## config.mk

```make
export PLATFORM = sky130hd
export DESIGN_NAME = mem_port_arbiter_flat
export DESIGN_NICKNAME = d
export VERILOG_FILES = /design/src/rtl/mem_port_arbiter_pkg.sv /design/src/rtl/mem_port_arbiter_if.sv /design/src/rtl/mem_burst_addr_gen.sv /design/src/rtl/mem_port_arbiter.sv /design/src/flat_wrapper.sv
export SDC_FILE = /design/constraint.sdc
export NUM_CORES = 1
export LEC_CHECK = 0
export BUFFER_PORTS_ARGS = -buffer_cell sky130_fd_sc_hd__buf_2
export CAP_MARGIN = 20
export CORE_ASPECT_RATIO = 1.75
export CORE_MARGIN = 4
export CORE_UTILIZATION = 30
export DETAILED_ROUTE_END_ITERATION = 8
export PLACE_DENSITY = 0.57
export SLEW_MARGIN = 10
export SYNTH_ARGS = -nofsm -noshare
export SYNTH_HDL_FRONTEND = slang
export SYNTH_SLANG_ARGS = --single-unit
```

## constraint.sdc

```tcl
create_clock -name clock -period 5.6 [get_ports clock]
set_input_delay 1.12 -clock clock [delete_from_list [all_inputs] [get_ports clock]]
set_output_delay 1.12 -clock clock [all_outputs]
set_load 0.01 [all_outputs]
```

## src/rtl/mem_port_arbiter_pkg.sv

```systemverilog
// mem_port_arbiter_pkg: shared widths, FSM state and read-tag encodings for the memory port arbiter
package mem_port_arbiter_pkg;
    localparam int ADDR_W      = 16;
    localparam int DATA_W      = 16;
    localparam int BURST_LEN_D = 8;
    localparam int MAX_WAIT_D  = 4;

    typedef enum logic [1:0] {
        IDLE    = 2'd0,
        PENDING = 2'd1,
        BURST   = 2'd2
    } state_t;

    typedef enum logic {
        TAG_CPU = 1'b0,
        TAG_FB  = 1'b1
    } tag_t;
endpackage

```

## src/rtl/mem_port_arbiter_if.sv

```systemverilog
// mem_port_arbiter_if: pipeline, framebuffer and memory pin bundle; slave is the arbiter side
interface mem_port_arbiter_if
    import mem_port_arbiter_pkg::*;
#(
    parameter int ADDR_WIDTH = ADDR_W,
    parameter int DATA_WIDTH = DATA_W
) ();
    logic                  cpu_req;
    logic                  cpu_we;
    logic [ADDR_WIDTH-1:0] cpu_addr;
    logic [DATA_WIDTH-1:0] cpu_wdata;
    logic [1:0]            cpu_byte_en;
    logic                  cpu_stall;
    logic [DATA_WIDTH-1:0] cpu_rdata;
    logic                  cpu_rvalid;
    logic                  fb_start;
    logic [ADDR_WIDTH-1:0] fb_base;
    logic                  fb_busy;
    logic [DATA_WIDTH-1:0] fb_rdata;
    logic                  fb_rvalid;
    logic                  fb_done;
    logic                  mem_en;
    logic                  mem_we;
    logic [ADDR_WIDTH-1:0] mem_addr;
    logic [DATA_WIDTH-1:0] mem_wdata;
    logic [1:0]            mem_byte_en;
    logic [DATA_WIDTH-1:0] mem_rdata;

    modport slave (
        input  cpu_req, cpu_we, cpu_addr, cpu_wdata, cpu_byte_en, fb_start, fb_base, mem_rdata,
        output cpu_stall, cpu_rdata, cpu_rvalid, fb_busy, fb_rdata, fb_rvalid, fb_done,
               mem_en, mem_we, mem_addr, mem_wdata, mem_byte_en
    );

    modport master (
        output cpu_req, cpu_we, cpu_addr, cpu_wdata, cpu_byte_en, fb_start, fb_base, mem_rdata,
        input  cpu_stall, cpu_rdata, cpu_rvalid, fb_busy, fb_rdata, fb_rvalid, fb_done,
               mem_en, mem_we, mem_addr, mem_wdata, mem_byte_en
    );
endinterface

```

## src/rtl/mem_burst_addr_gen.sv

```systemverilog
// mem_burst_addr_gen: framebuffer burst address = latched base + beat offset, wrapping at 2^ADDR_WIDTH
module mem_burst_addr_gen
    import mem_port_arbiter_pkg::*;
#(
    parameter int ADDR_WIDTH = ADDR_W,
    parameter int BURST_LEN  = BURST_LEN_D
) (
    input  logic                  clock,
    input  logic                  reset,
    input  logic                  load,
    input  logic                  step,
    input  logic [ADDR_WIDTH-1:0] base,
    output logic [ADDR_WIDTH-1:0] addr,
    output logic                  last
);
    logic [ADDR_WIDTH-1:0] base_q;
    logic [7:0]            offset;

    // latch the base on burst request, advance one beat per issued read
    always_ff @(posedge clock or posedge reset) begin
        if (reset) begin
            base_q <= '0;
            offset <= '0;
        end else if (load) begin
            base_q <= base;
            offset <= '0;
        end else if (step) begin
            offset <= offset + 8'd1;
        end
    end

    assign addr = base_q + ADDR_WIDTH'(offset);
    assign last = offset == 8'(BURST_LEN - 1);
endmodule

```

## src/rtl/mem_port_arbiter.sv

```systemverilog
// mem_port_arbiter: shares the data memory between the pipeline and the framebuffer burst reader
module mem_port_arbiter
    import mem_port_arbiter_pkg::*;
#(
    parameter int ADDR_WIDTH = ADDR_W,
    parameter int DATA_WIDTH = DATA_W,
    parameter int BURST_LEN  = BURST_LEN_D,
    parameter int MAX_WAIT   = MAX_WAIT_D
) (
    input logic          clock,
    input logic          reset,
    mem_port_arbiter_if.slave bus
);
    state_t                state, state_nxt;
    logic [3:0]            wait_cnt;
    logic                  cpu_grant, fb_issue, last, start;
    logic                  rd_pend, rd_last;
    tag_t                  rd_tag;
    logic [ADDR_WIDTH-1:0] fb_addr;

    assign start = state == IDLE && bus.fb_start;

    mem_burst_addr_gen #(.ADDR_WIDTH(ADDR_WIDTH), .BURST_LEN(BURST_LEN)) u_addr_gen (
        .clock(clock),
        .reset(reset),
        .load (start),
        .step (fb_issue),
        .base (bus.fb_base),
        .addr (fb_addr),
        .last (last)
    );

    // state register
    always_ff @(posedge clock or posedge reset) begin
        if (reset) state <= IDLE;
        else       state <= state_nxt;
    end

    // next state and grant: CPU wins until the wait budget is spent, then the burst runs to completion
    always_comb begin
        state_nxt = state;
        cpu_grant = 1'b0;
        fb_issue  = 1'b0;
        case (state)
            IDLE: begin
                cpu_grant = bus.cpu_req;
                state_nxt = bus.fb_start ? PENDING : IDLE;
            end
            PENDING: begin
                cpu_grant = bus.cpu_req && wait_cnt < 4'(MAX_WAIT);
                fb_issue  = !cpu_grant;
                state_nxt = cpu_grant ? PENDING : (last ? IDLE : BURST);
            end
            BURST: begin
                fb_issue  = 1'b1;
                state_nxt = last ? IDLE : BURST;
            end
            default: state_nxt = IDLE;
        endcase
    end

    // count CPU grants that deferred a pending burst
    always_ff @(posedge clock or posedge reset) begin
        if (reset)                           wait_cnt <= '0;
        else if (start)                      wait_cnt <= '0;
        else if (state == PENDING && cpu_grant) wait_cnt <= wait_cnt + 4'd1;
    end

    // remember who owns the read in flight so next cycle's mem_rdata goes to the right port
    always_ff @(posedge clock or posedge reset) begin
        if (reset) begin
            rd_pend <= 1'b0;
            rd_last <= 1'b0;
            rd_tag  <= TAG_CPU;
        end else begin
            rd_pend <= fb_issue || (cpu_grant && !bus.cpu_we);
            rd_last <= fb_issue && last;
            rd_tag  <= fb_issue ? TAG_FB : TAG_CPU;
        end
    end

    assign bus.cpu_stall   = bus.cpu_req && !cpu_grant;
    assign bus.cpu_rvalid  = rd_pend && rd_tag == TAG_CPU;
    assign bus.cpu_rdata   = bus.cpu_rvalid ? bus.mem_rdata : DATA_WIDTH'(0);
    assign bus.fb_rvalid   = rd_pend && rd_tag == TAG_FB;
    assign bus.fb_rdata    = bus.fb_rvalid ? bus.mem_rdata : DATA_WIDTH'(0);
    assign bus.fb_done     = bus.fb_rvalid && rd_last;
    assign bus.fb_busy     = state != IDLE;
    assign bus.mem_en      = cpu_grant || fb_issue;
    assign bus.mem_we      = cpu_grant && bus.cpu_we;
    assign bus.mem_addr    = fb_issue ? fb_addr : (cpu_grant ? bus.cpu_addr : '0);
    assign bus.mem_wdata   = bus.mem_we ? bus.cpu_wdata : '0;
    assign bus.mem_byte_en = bus.mem_we ? bus.cpu_byte_en : 2'b00;
endmodule

```

## src/flat_wrapper.sv

```systemverilog
// flat-port wrapper written by rule: the top's interface ports become plain ports
module mem_port_arbiter_flat import mem_port_arbiter_pkg::*;
#(
    parameter int ADDR_WIDTH = ADDR_W,
    parameter int DATA_WIDTH = DATA_W,
    parameter int BURST_LEN  = BURST_LEN_D,
    parameter int MAX_WAIT   = MAX_WAIT_D
)
  (clock, reset, bus_cpu_req, bus_cpu_we, bus_cpu_addr, bus_cpu_wdata, bus_cpu_byte_en, bus_fb_start, bus_fb_base, bus_mem_rdata, bus_cpu_stall, bus_cpu_rdata, bus_cpu_rvalid, bus_fb_busy, bus_fb_rdata, bus_fb_rvalid, bus_fb_done, bus_mem_en, bus_mem_we, bus_mem_addr, bus_mem_wdata, bus_mem_byte_en);
  mem_port_arbiter_if #(.ADDR_WIDTH(ADDR_WIDTH), .DATA_WIDTH(DATA_WIDTH)) bus_i ();
  input logic clock;
  input logic reset;
  input wire logic [$bits(bus_i.cpu_req)-1:0] bus_cpu_req;
  input wire logic [$bits(bus_i.cpu_we)-1:0] bus_cpu_we;
  input wire logic [$bits(bus_i.cpu_addr)-1:0] bus_cpu_addr;
  input wire logic [$bits(bus_i.cpu_wdata)-1:0] bus_cpu_wdata;
  input wire logic [$bits(bus_i.cpu_byte_en)-1:0] bus_cpu_byte_en;
  input wire logic [$bits(bus_i.fb_start)-1:0] bus_fb_start;
  input wire logic [$bits(bus_i.fb_base)-1:0] bus_fb_base;
  input wire logic [$bits(bus_i.mem_rdata)-1:0] bus_mem_rdata;
  output wire logic [$bits(bus_i.cpu_stall)-1:0] bus_cpu_stall;
  output wire logic [$bits(bus_i.cpu_rdata)-1:0] bus_cpu_rdata;
  output wire logic [$bits(bus_i.cpu_rvalid)-1:0] bus_cpu_rvalid;
  output wire logic [$bits(bus_i.fb_busy)-1:0] bus_fb_busy;
  output wire logic [$bits(bus_i.fb_rdata)-1:0] bus_fb_rdata;
  output wire logic [$bits(bus_i.fb_rvalid)-1:0] bus_fb_rvalid;
  output wire logic [$bits(bus_i.fb_done)-1:0] bus_fb_done;
  output wire logic [$bits(bus_i.mem_en)-1:0] bus_mem_en;
  output wire logic [$bits(bus_i.mem_we)-1:0] bus_mem_we;
  output wire logic [$bits(bus_i.mem_addr)-1:0] bus_mem_addr;
  output wire logic [$bits(bus_i.mem_wdata)-1:0] bus_mem_wdata;
  output wire logic [$bits(bus_i.mem_byte_en)-1:0] bus_mem_byte_en;
  assign bus_i.cpu_req = bus_cpu_req;
  assign bus_i.cpu_we = bus_cpu_we;
  assign bus_i.cpu_addr = bus_cpu_addr;
  assign bus_i.cpu_wdata = bus_cpu_wdata;
  assign bus_i.cpu_byte_en = bus_cpu_byte_en;
  assign bus_i.fb_start = bus_fb_start;
  assign bus_i.fb_base = bus_fb_base;
  assign bus_i.mem_rdata = bus_mem_rdata;
  assign bus_cpu_stall = bus_i.cpu_stall;
  assign bus_cpu_rdata = bus_i.cpu_rdata;
  assign bus_cpu_rvalid = bus_i.cpu_rvalid;
  assign bus_fb_busy = bus_i.fb_busy;
  assign bus_fb_rdata = bus_i.fb_rdata;
  assign bus_fb_rvalid = bus_i.fb_rvalid;
  assign bus_fb_done = bus_i.fb_done;
  assign bus_mem_en = bus_i.mem_en;
  assign bus_mem_we = bus_i.mem_we;
  assign bus_mem_addr = bus_i.mem_addr;
  assign bus_mem_wdata = bus_i.mem_wdata;
  assign bus_mem_byte_en = bus_i.mem_byte_en;
  mem_port_arbiter #(.ADDR_WIDTH(ADDR_WIDTH), .DATA_WIDTH(DATA_WIDTH), .BURST_LEN(BURST_LEN), .MAX_WAIT(MAX_WAIT)) u_core (.clock(clock), .reset(reset), .bus(bus_i));
endmodule
```

==> flow_metrics.tcl, run 1 <==
set metrics [dict create \
    vias_per_cell 4.824 \
    port_buffers 143 \
    drt.antenna.violating_nets 0 \
    start_util_pct 30.77 \
    firstDrtPassIters 4 \
    async_reset_ff_share_pct 100.0 \
    place.gp.congestion 0.7624 \
    antenna_found_initial 0 \
    routed_wl_um 7079 \
    grtUsageTotal_pct 14.48 \
    rsz0062_at_grt "no" \
    cts_max_path_buffers 2 \
    leakage_uw 0.002010 \
    grt-busiest-layer "met2" \
    slew_viol_final 0 \
    synth_area_leader_cell "dfrtp_1" \
    yosys-top-cells-count "nand2_1 (74), and3_1 (37), dfrtp_1 (33), and2_1 (23), o21ai_0 (20)" \
    fp.dieH_um 127.5 \
    syn_nets 399 \
    grt_overflow 0 \
    clk_latency_ns 0.27 \
    synth_seq_area_share_pct 33.71 \
    synth_compound_gate_area_share_pct 10.37 \
    numCtsBuffers 5 \
    cts-htree-levels 2 \
    holdBufCountCts 0 \
    grt_max_degree 34 \
    syn_area_per_cell_um2 7.827 \
    path_max_fanout 27 \
    drive_above_1_share_pct 35.41 \
    vias 2600 \
    ys_types 37 \
    coreArea_mm2 0.007963 \
    slew_headroom_pct 29.79 \
    yosys_warnings 0 \
    fin_nets 534 \
    die-area_mm2 0.009733 \
    clock_skew_ns 0.004997 \
    cts_resized 0 \
    p_per_area_mw_per_mm2 405.8 \
    synth_fa_ha_area_share_pct 7.967 \
    required_ns 4.48 \
    synth-xor-area-share_pct 7.508 \
    worst_pin_slew_ns 1.053 \
    cap_viol_max_count 0 \
    period_share_pct 67.23 \
    cts_tree "done" \
    netlist.area_leader.share_pct 33.71 \
    grtUsageMet2_pct 28.98 \
    period_minus_slack_ns 3.765 \
    synth_simple_gate_area_share_pct 36.52 \
    wl_per_cell_um 13.13 \
    cts_sinks 33 \
    die_w_um 76.31 \
    drtIter0Drc 61 \
    critPathCaptureType "output pin" \
    ys_ff_latch 33 \
    grt_pass1_vias 2619 \
    area_growth_pct 38.05 \
    status "finished, final reports clean" \
    synth_edf_count 0 \
    ir_worst_vdd_mv 0.1498 \
    fillers 828 \
    grt.met1_usage_pct 14.57 \
    fin_cells 539 \
    post_cts_buffers 0 \
    dpl.cell_count 531 \
    netlist_top_cells_area "dfrtp_1 (34%), nand2_1 (11%), and3_1 (9.4%), ha_1 (7.2%), and2_1 (5.9%)" \
    finalSetupViolCount 0 \
    netlist_area_mm2 0.002450 \
    row_count 43 \
    cp.arrival_ns 2.64 \
    gr-usage-met3_pct 3.244 \
    cts.clk_slew.worst_paths_ns 0.05 \
    crit_path_start_kind "primary input" \
    synth_mux_area_share_pct 0 \
    path_class "in -> out" \
    setup_tns_ns 0 \
    pin_count 144 \
    n_antenna_cell 0 \
    yosysMostFrequentCell "nand2_1" \
    dp_hpwl_um 5778 \
    cts-root-buf "clkbuf_16" \
    grt_pass1_wl_um 11740 \
    final_hold_viol_count 0 \
    synth_top_family_by_area "simple AND/OR/NAND/NOR gates" \
    drcViolationCount 0 \
    min_path_type "reg -> reg" \
    synth_ff_type "dfrtp_1" \
    clock.fmax_ghz 0.2656 \
    synthCells 313 \
]
## final timing paths
kind | start | end | depth (start not counted) | slack (ns)
max reg2reg | u_core.state[1] | u_core.wait_cnt[3] | 7 | 3.39
min in group asynchronous | reset | u_core.u_addr_gen.base_q[14] | 3 | 0.92
min | u_core.u_addr_gen.base_q[0] | u_core.u_addr_gen.base_q[0] | 2 | 0.49
max in group asynchronous | reset | u_core.u_addr_gen.base_q[0] | 3 | 4.36
max | bus_cpu_req | bus_mem_addr[8] | 9 | 1.84
min reg2reg | u_core.u_addr_gen.base_q[0] | u_core.u_addr_gen.base_q[0] | 2 | 0.49
## cell usage in the layout, fill, tap and decap left out, types with 2 or more instances in the layout
master,instances
buf_2,143
nand2_1,74
and3_1,37
dfrtp_1,33
and2_1,23
o21ai_0,20
nor2_1,19
nand3_1,16
xor2_1,15
ha_1,14
a21oi_1,9
xnor2_1,6
clkbuf_16,5
inv_1,4
o21a_1,3
a21oi_2,2
nor2b_1,2
a21o_1,2
o31ai_1,2
## layer usage
metal  up-vias  share of wire [%]
li1       1324                  -
met1      1170                 36
met2        99                 56
met3         7                7.2
met4         0                1.3
met5         -                  0
## where the power goes
part	internal, uW	switching, uW
combinational	268	387
sequential	317	92.3
clock	210	98.6
## registers in the layout (all words and copies together), names as in the netlist
register,flops
u_core.rd_last,1
u_core.rd_pend,1
u_core.rd_tag,1
u_core.state,2
u_core.u_addr_gen.base_q,16
u_core.u_addr_gen.offset,8
u_core.wait_cnt,4
## critical path, stage by stage
cell      delay [ns]
buf_2           0.12
nand2_1         0.07
a21oi_2         0.15
nand2b_4        0.31
inv_4           0.12
nor2_1          0.41
nand2_1         0.09
o21ai_0         0.09
buf_2           0.16
## per-stage QoR
step,area (um2),utilization [%],setup slack [ns],hold WS (ns),total power [uW]
final,3382,42.47,1.835,0.4926,1372
after global placement,3211,40.32,1.824,0.4820,1071
after global routing,3382,42.47,1.631,0.5256,1500
after CTS,3382,42.47,1.803,0.4942,1396
after detailed placement,3211,40.32,1.803,0.4808,1078
after floorplan,2450,-,2.398,0.4523,850.7
## final cells by class
cell class	count	area (um2)	area share [%]
Clock buffer	5	125.1	3.700
Clock inverter	3	46.29	1.369
Inverter	5	21.27	0.6289
Multi-Input combinational cell	259	1528	45.17
Sequential cell	33	825.8	24.42
Tap cell	90	112.6	3.330
Timing Repair Buffer	144	723.2	21.38
## cells by family after synthesis
logic type	after synthesis
xor gates and xnor gates	21
AOI/OAI and AO/OA	43
DFF	33
adders and majority gates	15
and+or+nand+nor	180
buffers and inverters	21
No activity file was read; power rests on OpenSTA's default activity.
==> run 2: changes to the inputs <==
--- a/config.mk
+++ b/config.mk
@@ -5,13 +5,14 @@
 export SDC_FILE = /design/constraint.sdc
 export NUM_CORES = 1
 export LEC_CHECK = 0
+export ABC_AREA = 1
 export BUFFER_PORTS_ARGS = -buffer_cell sky130_fd_sc_hd__buf_2
 export CAP_MARGIN = 20
 export CORE_ASPECT_RATIO = 1.75
 export CORE_MARGIN = 4
 export CORE_UTILIZATION = 30
 export DETAILED_ROUTE_END_ITERATION = 8
-export PLACE_DENSITY = 0.57
+export PLACE_DENSITY = 0.55
 export SLEW_MARGIN = 10
 export SYNTH_ARGS = -nofsm -noshare
 export SYNTH_HDL_FRONTEND = slang
==> constraint.sdc (replaced) <==
create_clock -name clock -period 3.7 [get_ports clock]
set_input_delay 0.74 -clock clock [delete_from_list [all_inputs] [get_ports clock]]
set_output_delay 0.74 -clock clock [all_outputs]
set_load 0.01 [all_outputs]
==> run 2 against run 1 <==
  * Synthesized cell count grew 43%
  * Register-to-register slack lost 1.7 ns
  * Clock power grew 58%
  * Clock skew shrank 0.00061 ns
  * Sequential share of layout area shrank 2.5 points
  * Cell area grew 11%
  * Routed wire length grew 27%
  * Critical path type is now reg -> out
==> flow_metrics.tcl, run 2 <==
set metrics [dict create \
    critPathBufInv 1 \
    synth_fa_ha_area_share_pct 7.011 \
    critPathCaptureType "output pin" \
    synth_edf_count 0 \
    final_cell_mix "buf_2 (143), nand2_1 (130), inv_1 (81), nor2_1 (75), nand3_1 (43)" \
    grt_overflow 0 \
    synth_simple_gate_area_share_pct 41.44 \
    period_share_pct 78.04 \
    leakage_uw 0.002443 \
    dpl.cell_count 702 \
    port_buffers 143 \
    wl_per_cell_um 12.62 \
    ys_types 29 \
    netlist_top_cells_area "dfrtp_1 (30%), nand2_1 (18%), inv_1 (11%), nor2_1 (10%), nand3_1 (7.7%)" \
    path_class "reg -> out" \
    period_minus_slack_ns 2.888 \
    pin_count 144 \
    drive_above_1_share_pct 27.80 \
    cts_max_path_buffers 2 \
    yosys-top-cells-count "nand2_1 (130), inv_1 (81), nor2_1 (75), nand3_1 (43), dfrtp_1 (33)" \
    ir_worst_vdd_mv 0.2438 \
    grt_pass1_wl_um 14300 \
    final_hold_viol_count 0 \
    largestRegisters "u_core.u_addr_gen.base_q: 16 flops, u_core.u_addr_gen.offset: 8 flops, u_core.wait_cnt: 4 flops" \
    numCtsBuffers 5 \
    slew_viol_final 0 \
    ys_ff_latch 33 \
    place.gp.congestion 0.8469 \
    setup_tns_ns 0 \
    cp.arrival_ns 2.15 \
    max_stage_delay_ns 0.40 \
    worst_pin_slew_ns 0.8038 \
    antenna_found_initial 0 \
    fin_nets 675 \
    async_reset_ff_share_pct 100.0 \
    fillers 979 \
    yosysMostFrequentCell "nand2_1" \
    switching_share_pct 46.12 \
    path_delay_family "simple AND/OR/NAND/NOR gates" \
    syn_nets 534 \
    synth-xor-area-share_pct 2.202 \
    grtUsageTotal_pct 16.47 \
    start_util_pct 30.61 \
    cpMaxStageDelayCell "dfrtp_1" \
    pwr-share-clk_pct 20.2 \
    min_path_type "reg -> reg" \
    die-area_mm2 0.01095 \
    synth_area_leader_cell "dfrtp_1" \
    cts-root-buf "clkbuf_16" \
    cts.clk_slew.worst_paths_ns 0.05 \
    syn_area_per_cell_um2 6.214 \
    netlist_area_mm2 0.002784 \
    firstDrtPassIters 4 \
    drtIter0Drc 123 \
    fin_cells 710 \
    clk_latency_ns 0.28 \
    p_per_area_mw_per_mm2 643.1 \
    synth_ff_type "dfrtp_1" \
    combPwrFrac_pct 53.8 \
    holdBufCountCts 0 \
    internal_power_uw 1304 \
    synth_seq_area_share_pct 29.66 \
    power_frac_seq_pct 26.0 \
    cts-htree-levels 2 \
    cts_tree "done" \
    post_cts_buffers 0 \
    slew_headroom_pct 46.35 \
    die_w_um 80.82 \
    rsz0062_at_grt "no" \
    grt_max_degree 28 \
    synth_top_family_by_area "simple AND/OR/NAND/NOR gates" \
    coreArea_mm2 0.009094 \
    largest_reg_flops 16 \
    finalSetupViolCount 0 \
    cts_resized 0 \
    mostFrequentLayoutCell "buf_2" \
    cts_sinks 33 \
    dp_hpwl_um 7287 \
    area_growth_pct 35.19 \
    required_ns 2.96 \
    vias_per_cell 4.421 \
    crit_top_cell "nand2_1" \
    largest-register "u_core.u_addr_gen.base_q" \
    synthCells 448 \
    fp.dieH_um 135.4 \
    drcViolationCount 0 \
    crit_path_start_kind "register" \
    drt.antenna.violating_nets 0 \
    synth_mux_area_share_pct 0 \
    cap_viol_max_count 0 \
    path_max_fanout 3 \
    n_antenna_cell 0 \
    vias 3139 \
    path_cells "ha_1 -> fa_1 -> nand2_1 -> nand2_1 -> and2_1 -> nand2_1 -> nand2_1 -> nand3_1 -> nand3_1 -> nand2_1 -> buf_2" \
    routed_wl_um 8962 \
    grt_pass1_vias 3022 \
    p_sw_uw 1116 \
    synth_compound_gate_area_share_pct 5.528 \
    clock.fmax_ghz 0.3463 \
    status "finished, final reports clean" \
    yosys_warnings 0 \
    netlist.area_leader.share_pct 29.66 \
    row_count 46 \
    clock_skew_ns 0.004390 \
]
[run 2: metal layers]
layer	global-route usage [%]	routed length (um)	vias to the layer above
met3	2.996	641	12
met2	31.47	4770	104
met4	5.545	197	0
met1	17.43	3353	1381
li1	-	-	1642
met5	0	0	-
[run 2: layout make-up]
type | instances | area [um2] | share of cell area, %
multi-input combinational | 321 | 1564 | 41.56
sequential | 33 | 825.8 | 21.94
timing repair buffer | 146 | 738.2 | 19.61
inverter | 82 | 312.8 | 8.311
tap | 120 | 150.1 | 3.989
clock buffer | 7 | 142.6 | 3.790
clock inverter | 1 | 30.03 | 0.7979
[run 2: final timing paths]
check                      slack, ns                            to                   startpoint  cells past startpoint
max                             0.81              bus_mem_addr[12]  u_core.u_addr_gen.offset[0]                     11
min                             0.49   u_core.u_addr_gen.base_q[0]  u_core.u_addr_gen.base_q[0]                      2
max reg2reg                     1.74   u_core.u_addr_gen.offset[4]              u_core.state[0]                      8
min reg2reg                     0.49   u_core.u_addr_gen.base_q[0]  u_core.u_addr_gen.base_q[0]                      2
max in group asynchronous       2.44  u_core.u_addr_gen.base_q[14]                        reset                      3
min in group asynchronous       0.55            u_core.wait_cnt[3]                        reset                      2
[run 2: stage by stage]
| step | hold slack, ns | power [uW] | area (um2) | util [%] | setup WS (ns) |
|---|---|---|---|---|---|
| after CTS | 0.4903 | 2454 | 3764 | 41.39 | 0.8095 |
| final | 0.4917 | 2420 | 3764 | 41.39 | 0.8123 |
| after global routing | 0.5190 | 2663 | 3764 | 41.39 | 0.5846 |
| after detailed placement | 0.4744 | 1950 | 3591 | 39.49 | 1.039 |
| after floorplan | 0.4553 | 1520 | 2784 | - | 1.344 |
| after global placement | 0.4723 | 1944 | 3591 | 39.49 | 1.092 |
[run 2: cells by family (layout without fill, tap and decap cells)]
logic type,after synthesis,count (layout)
compound gates,28,28
fa+ha+maj,15,15
simple gates,271,271
buf+inv,94,236
xor+xnor,7,7
flops,33,33
[run 2: worst min-delay path, cell delays in order, from the launching register on]
cell and delay (ns):
dfrtp_1 0.35, nand2_1 0.06, nand2_1 0.05
[run 2: power by group through the flow]
stage	Clock (uW)	Sequential (uW)	Combinational, uW
6_report	489	629	1300
5_1_grt	515	649	1500
4_1_cts	500	631	1320
3_5_place_dp	0	635	1320
3_3_place_gp	0	633	1310
2_1_floorplan	0	589	931
